==> src/rtl/window_shift_buffer.sv <==
// Row-window shift buffer: keeps the newest DEPTH rows of LANES pixels and presents
// them as one registered DEPTH x LANES window, row-major or lane-major.
module window_shift_buffer #(
    parameter int PIX_W = 8,
    parameter int LANES = 8,
    parameter int DEPTH = 15,
    parameter int CNT_W = 4
) (
    input  logic                         clock,
    input  logic                         reset_L,
    input  logic                         clear_L,
    input  logic                         in_valid,
    output logic                         in_ready,
    input  logic [LANES*PIX_W-1:0]       in_row,
    input  logic                         transpose,
    output logic                         win_valid,
    input  logic                         win_ready,
    output logic [DEPTH*LANES*PIX_W-1:0] win_out,
    output logic [CNT_W-1:0]             fill_cnt
);

    // state   | meaning
    // FILL    | fewer than DEPTH rows held since reset/flush; accepts freely
    // FULL    | window complete and offered downstream; input stalls on win_ready
    // DRAINED | last window taken, no new row yet; next accept re-offers a window

    localparam int ROW_W = LANES * PIX_W;
    localparam int WIN_W = DEPTH * ROW_W;

    typedef enum logic [1:0] {
        FILL    = 2'd0,
        FULL    = 2'd1,
        DRAINED = 2'd2
    } state_t;

    state_t           state;
    logic [ROW_W-1:0] row_q    [DEPTH];
    logic [ROW_W-1:0] row_next [DEPTH];
    logic [WIN_W-1:0] win_next;
    logic             accept;

    always_comb begin
        in_ready = 1'b0;
        if (clear_L) begin
            case (state)
                FILL:    in_ready = 1'b1;
                FULL:    in_ready = win_ready;
                DRAINED: in_ready = 1'b1;
                default: in_ready = 1'b0;
            endcase
        end
    end

    assign accept = in_valid & in_ready;

    // Next-state storage; the window register is loaded from this, giving latency 1.
    always_comb begin
        for (int i = 0; i < DEPTH; i++) begin
            row_next[i] = row_q[i];
        end
        if (!clear_L) begin
            for (int i = 0; i < DEPTH; i++) begin
                row_next[i] = '0;
            end
        end else if (accept) begin
            for (int i = 0; i < DEPTH - 1; i++) begin
                row_next[i] = row_q[i + 1];
            end
            row_next[DEPTH - 1] = in_row;
        end
    end

    always_comb begin
        win_next = '0;
        for (int i = 0; i < DEPTH; i++) begin
            for (int j = 0; j < LANES; j++) begin
                if (transpose) begin
                    win_next[(j * DEPTH + i) * PIX_W +: PIX_W] = row_next[i][j * PIX_W +: PIX_W];
                end else begin
                    win_next[(i * LANES + j) * PIX_W +: PIX_W] = row_next[i][j * PIX_W +: PIX_W];
                end
            end
        end
    end

    always_ff @(posedge clock or negedge reset_L) begin
        if (!reset_L) begin
            state     <= FILL;
            win_valid <= 1'b0;
            fill_cnt  <= '0;
            win_out   <= '0;
            for (int i = 0; i < DEPTH; i++) begin
                row_q[i] <= '0;
            end
        end else begin
            for (int i = 0; i < DEPTH; i++) begin
                row_q[i] <= row_next[i];
            end
            win_out <= win_next;
            if (!clear_L) begin
                state     <= FILL;
                win_valid <= 1'b0;
                fill_cnt  <= '0;
            end else begin
                case (state)
                    FILL: begin
                        if (accept) begin
                            fill_cnt <= fill_cnt + CNT_W'(1);
                            if (fill_cnt == CNT_W'(DEPTH - 1)) begin
                                state     <= FULL;
                                win_valid <= 1'b1;
                            end
                        end
                    end
                    FULL: begin
                        // With in_valid high the shift happens via accept and we stay FULL.
                        if (win_ready && !in_valid) begin
                            state     <= DRAINED;
                            win_valid <= 1'b0;
                        end
                    end
                    DRAINED: begin
                        if (accept) begin
                            state     <= FULL;
                            win_valid <= 1'b1;
                        end
                    end
                    default: begin
                        state     <= FILL;
                        win_valid <= 1'b0;
                        fill_cnt  <= '0;
                    end
                endcase
            end
        end
    end

endmodule

==> config.mk <==
export PLATFORM = sky130hd
export DESIGN_NAME = window_shift_buffer
export DESIGN_NICKNAME = d
export VERILOG_FILES = /design/src/rtl/window_shift_buffer.sv
export SDC_FILE = /design/constraint.sdc
export NUM_CORES = 2
export LEC_CHECK = 0
export ABC_AREA = 1
export CORE_MARGIN = 3
export CORE_UTILIZATION = 30
export DETAILED_ROUTE_END_ITERATION = 6
export HOLD_SLACK_MARGIN = 0.1
export PLACE_DENSITY = 0.54
export SLEW_MARGIN = 20
export SYNTH_ARGS = -nofsm -noshare
export SYNTH_HDL_FRONTEND = slang
export SYNTH_SLANG_ARGS = --single-unit
==> constraint.sdc <==
create_clock -name clock -period 2.4 [get_ports clock]
set_input_delay 0.6 -clock clock [delete_from_list [all_inputs] [get_ports clock]]
set_output_delay 0.6 -clock clock [all_outputs]
set_load 0.01 [all_outputs]
# Word-level counts from Yosys, hierarchy flattened
# Index checks and enable logic that the tools add are counted.
totals:
  regBits: 1927
classes:
  addsub: 1
  n_eq_ne: 8
  muxes: 131
  n_bitwise: 1
  reduce_logical: 7
ops:
  columns: ["operator", "n"]
  rows:
  - ["$mux W960", 2]
  - ["$mux W8", 112]
  - ["$ne A3 B3 Y1 const B", 4]
  - ["$mux W2", 5]
  - ["$mux W4", 2]
  - ["$pmux W4 S2", 1]
  - ["$mux W1", 6]
  - ["$pmux W2 S3", 1]
  - ["$add A4 B1 Y4 const B", 1]
  - ["$eq A4 B4 Y1 const B", 1]
  - ["$reduce_and A4 Y1", 1]
  - ["$reduce_or A2 Y1", 2]
  - ["$pmux W1 S3", 1]
  - ["$eq A2 B1 Y1 const B", 1]
  - ["$eq A2 B2 Y1 const B", 1]
  - ["$logic_not A2 Y1", 1]
  - ["$ne A2 B2 Y1 const B", 1]
  - ["$pmux W1 S2", 1]
  - ["$reduce_and A2 Y1", 1]
  - ["$and A1 B1 Y1", 1]
  - ["$logic_and A1 B1 Y1", 1]
  - ["$logic_not A1 Y1", 1]

# Longest topological paths before layout
logic_depth:
  ltp_word: 8
  ltp_mapped: 13
  depth_no_buf: 10

# Least setup slack after synthesis
# No wires, ideal clock.
synth_path:
  path_type: "input port to output port"
  start: "input port clear_L"
  end: "output port in_ready"
  t_arrival_ns: 1.375
  setup_slack_ns: 0.425
  cell_stages: 5
  path_buffers: 2
  cell_sequence: "buf_2 > inv_2 > nor2_4 > and2_1 > clkbuf_1"
synth_via:
  elab_chain_len: 1
synth_lines:
  columns: ["element", "line", "rtl"]
  rows:
  - ["start: declaration", "11", "input logic clear_L,"]
  - ["$mux W1", "44", "if (clear_L) begin"]
  - ["end: declaration", "13", "output logic in_ready,"]
# Every way passes these cells.

# Final worst setup path
layout_path:
  start: "register state[0]"
  end: "output port in_ready"
layout_via:
  elab_chain_len: 4
  elab_cells_between_ends: 6
  classes_between: "eq/ne (2); mux (2); reduce/logical (2)"
layout_lines:
  columns: ["element", "line", "rtl"]
  rows:
  - ["start: declaration", "36", "state_t state;"]
  - ["start signal: assignment", "88", "state <= FILL;"]
  - ["start signal: assignment", "101", "state <= FILL;"]
  - ["start signal: assignment", "110", "state <= FULL;"]
  - ["$eq A2 B2 Y1 / $logic_not A2 Y1 (equally long branches)", "45", "case (state)"]
  - ["$reduce_or A2 Y1 (no source line)", null, null]
  - ["$pmux W1 S2 (*)", "45", null]
  - ["$mux W1 (*)", "44", null]
# Every way passes the cells marked *; elsewhere a longest branch is shown, timed or not.

==> run_results.csv <==
group,metric,value,unit
flow_run,maxCapViolCount,0,
outcome,violations,"design-rule violations, negative setup slack",
outcome,status,"finished, violations left",
global_routing,grt_pass1_wl,665,mm
routing,vias,87300,
global_routing,gr-usage-all-layers,0.340,
floorplanning,die_y,526,um
pwr,intPower,60300,uW
pwr,clockPowerShare,0.420,
cells_and_area,drive_gt1_frac,0.256,
routing,ant_nets,0,
routing,drt_iter0_drc,11900,
timing,worst_slack,-603,ps
timing,period_minus_slack,3000,ps
placed_design,gp_congestion,1.00,
global_routing,grt_max_degree,206,
floorplanning,die_area,277000,sq um
yosys,synthCells,9376,
placed_design,dpl.hpwl,377,mm
global_routing,grt_overflow,0,
global_routing,grt_pass1_vias,81400,
timing,max_freq,0.333,GHz
pwr,combPwrFrac,0.208,
clock_network,numCtsBuffers,214,
clock_network,clock-sinks,1862,
routing,firstDrtPassIters,7,
floorplanning,start_util,0.302,
cells_and_area,layout-area-overhead-vs-synth,51.6,%
timing,worst_slew_pin_slew,1340,ps
global_routing,antenna_found_initial,55,
setup_path,cp_max_fo,4,
clock_network,htreeDepth,4,
clock_network,insertion_delay,920,ps
timing,min_period_over_period,1.25,
cells_and_area,final_cell_mix,"2423 x nand2_1, 1814 x dfrtp_1, 1791 x nand3_1, 1666 x buf_4, 968 x clkdlybuf4s50_1",
timing,relSlewSlack,0.110,
min_path,worstHoldPathType,"input pin to asynchronous set/reset pin",
timing,finalSetupViolCount,2306,
timing,skew,71.9,ps
cells_and_area,layout_commonest_cell,"nand2_1",
floorplanning,core-area,269000,sq um
timing,rsz0062_at_grt,"true",
routing,drc,1,
timing,report.final.slew_viol_count,0,
yosys,yosys_warnings,0,
routing,wl_per_cell,32.2,um
pwr,seq_power_share,0.372,
pwr,sw_frac_of_total,0.304,
yosys,ys_seq_area_frac,0.574,
placed_design,numPortBuffers,1035,
clock_network,clk_pin_slew_worst_paths,70,ps
yosys,synthesis.nets,9452,
timing,hold_violations,0,
clock_network,cts_buffer_depth,3,
setup_path,critical_path_class,"flop to output pin",
clock_network,cts_tree,"done",
floorplanning,io_pins,1036,
setup_path,cp.arrival,2400,ps
setup_path,critPathCaptureType,"output pin",
cells_and_area,fill_cells,25600,
floorplanning,die_w,526,um
yosys,synthesis.area_per_instance,8.66,sq um
pwr,p_leak,0.0617,uW
pwr,vdd_drop_max,906,uV
pwr,p_sw,26400,uW
routing,wirelength,499,mm
placed_design,pre_cts_slack,-736,ps
pwr,p_per_area,705,nW/um^2
cells_and_area,nets,11800,
setup_path,cp.required,1800,ps
routing,via_per_inst,5.63,
yosys,yosysUniqueCellTypes,18,
yosys,synth_area,81200,sq um
setup_path,cp-start-kind,"flop",
clock_network,root_buffer,"clkbuf_16",
floorplanning,rows,190,
yosys,ys_seq_elements,1862,
cells_and_area,fin_util,0.458,
==> Yosys cell counts, drive strengths merged <==
master	number	share of area
nand2	2775	0.13
nand3	1931	0.12
dfrtp	1862	0.57
a21oi	897	0.055
nand4	896	0.069
clkbuf	584	0.027
buf	404	0.025
inv	10	0.00046
nor2	7	0.00042
ha	6	0.00092
o21ai	2	0.00012
and2	1	0.000077
clkinv	1	0.000046
==> worst max-delay path, stage by stage (launching register included) <==
cell     delay, ps
dfrtp_2        420
inv_4           60
ha_4           160
nor2_4         170
nand2_8        120
buf_12         150
buf_6          100
and2_4         180
buf_12         140
==> layer usage <==
metal  up-vias  part of all wire  GRT usage  routed length (um)
met5         -           0.00033          0                 163
met4        26             0.062      0.177               30900
met3       841              0.10     0.0806               49800
met2      5283              0.42      0.492              211000
met1     44000              0.42      0.472              207000
li1      37100                 -          -                   -
==> path summary, 6_finish.rpt <==
path	start	end	slack [ps]	cells past startpoint
max in group asynchronous	reset_L	win_out[504]	940	3
setup / recovery	state[0]	in_ready	-600	8
setup reg to reg	state[0]	win_out[40]	-580	18
hold / removal	reset_L	row_q[769]	210	2
min in group clock	clear_L	row_q[320]	250	4
hold reg to reg	row_q[358]	row_q[422]	510	2
==> what timing repair did <==
| item | in CTS | in global routing |
|---|---|---|
| setup buffers | 17 | 105 |
| cloned | 4 | 46 |
| gates resized for setup | 238 | 699 |
| hold buffers | 3 | 0 |
| endpoints found under the setup margin | 2051 | 2600 |
| pin swaps | 9 | 136 |
| endpoints found under the hold margin | 477 | 0 |
==> final cells by class <==
cell class,count,area (sq um),share of cell area
multi-input cells,6515,32600,0.265
clock inverters,119,1790,0.0145
flip-flops and latches,1862,46700,0.379
repair buffers,3135,31400,0.255
inverters,11,61.3,0.000498
well taps,3552,4440,0.0361
diodes,20,50.0,0.000407
clock buffers,284,6010,0.0488
==> state kept, by name (all words and copies together) (netlist names) <==
name      flops
row_q       960
fill_cnt      4
win_out     896
state         2
==> power groups by stage <==
| stage | registers, uW | logic, uW | clock network, uW |
|---|---|---|---|
| after floorplan | 32700 | 5940 | 0 |
| after global placement | 32800 | 13800 | 0 |
| after detailed placement | 32800 | 13900 | 0 |
| after CTS | 32200 | 14800 | 36800 |
| after global routing | 32200 | 18700 | 38000 |
| final | 32200 | 18000 | 36400 |
==> cells by family (layout without fill, tap and decap cells) <==
logic type,after synthesis,in the layout,synth area share
other,0,20,0
AO/OA/AOI/OAI,899,899,0.0554
flip-flops,1862,1862,0.574
adder cells (fa/ha/maj),6,6,0.000925
buffers and inverters,999,3549,0.0527
AND/OR/NAND/NOR,5610,5610,0.317
==> through the flow <==
step	cell area, sq um	power (uW)	hold slack [ps]	instances	TNS [ps]
6_report	123000	86700	205	15500	-552120
5_1_grt	123000	89000	203	15500	-669920
4_1_cts	118000	83800	165	15300	-446600
3_5_place_dp	110000	46700	492	14900	-663860
3_3_place_gp	110000	46600	490	14900	-639070
2_1_floorplan	81200	38600	304	9376	0
Power figures use the tool's default switching activity.
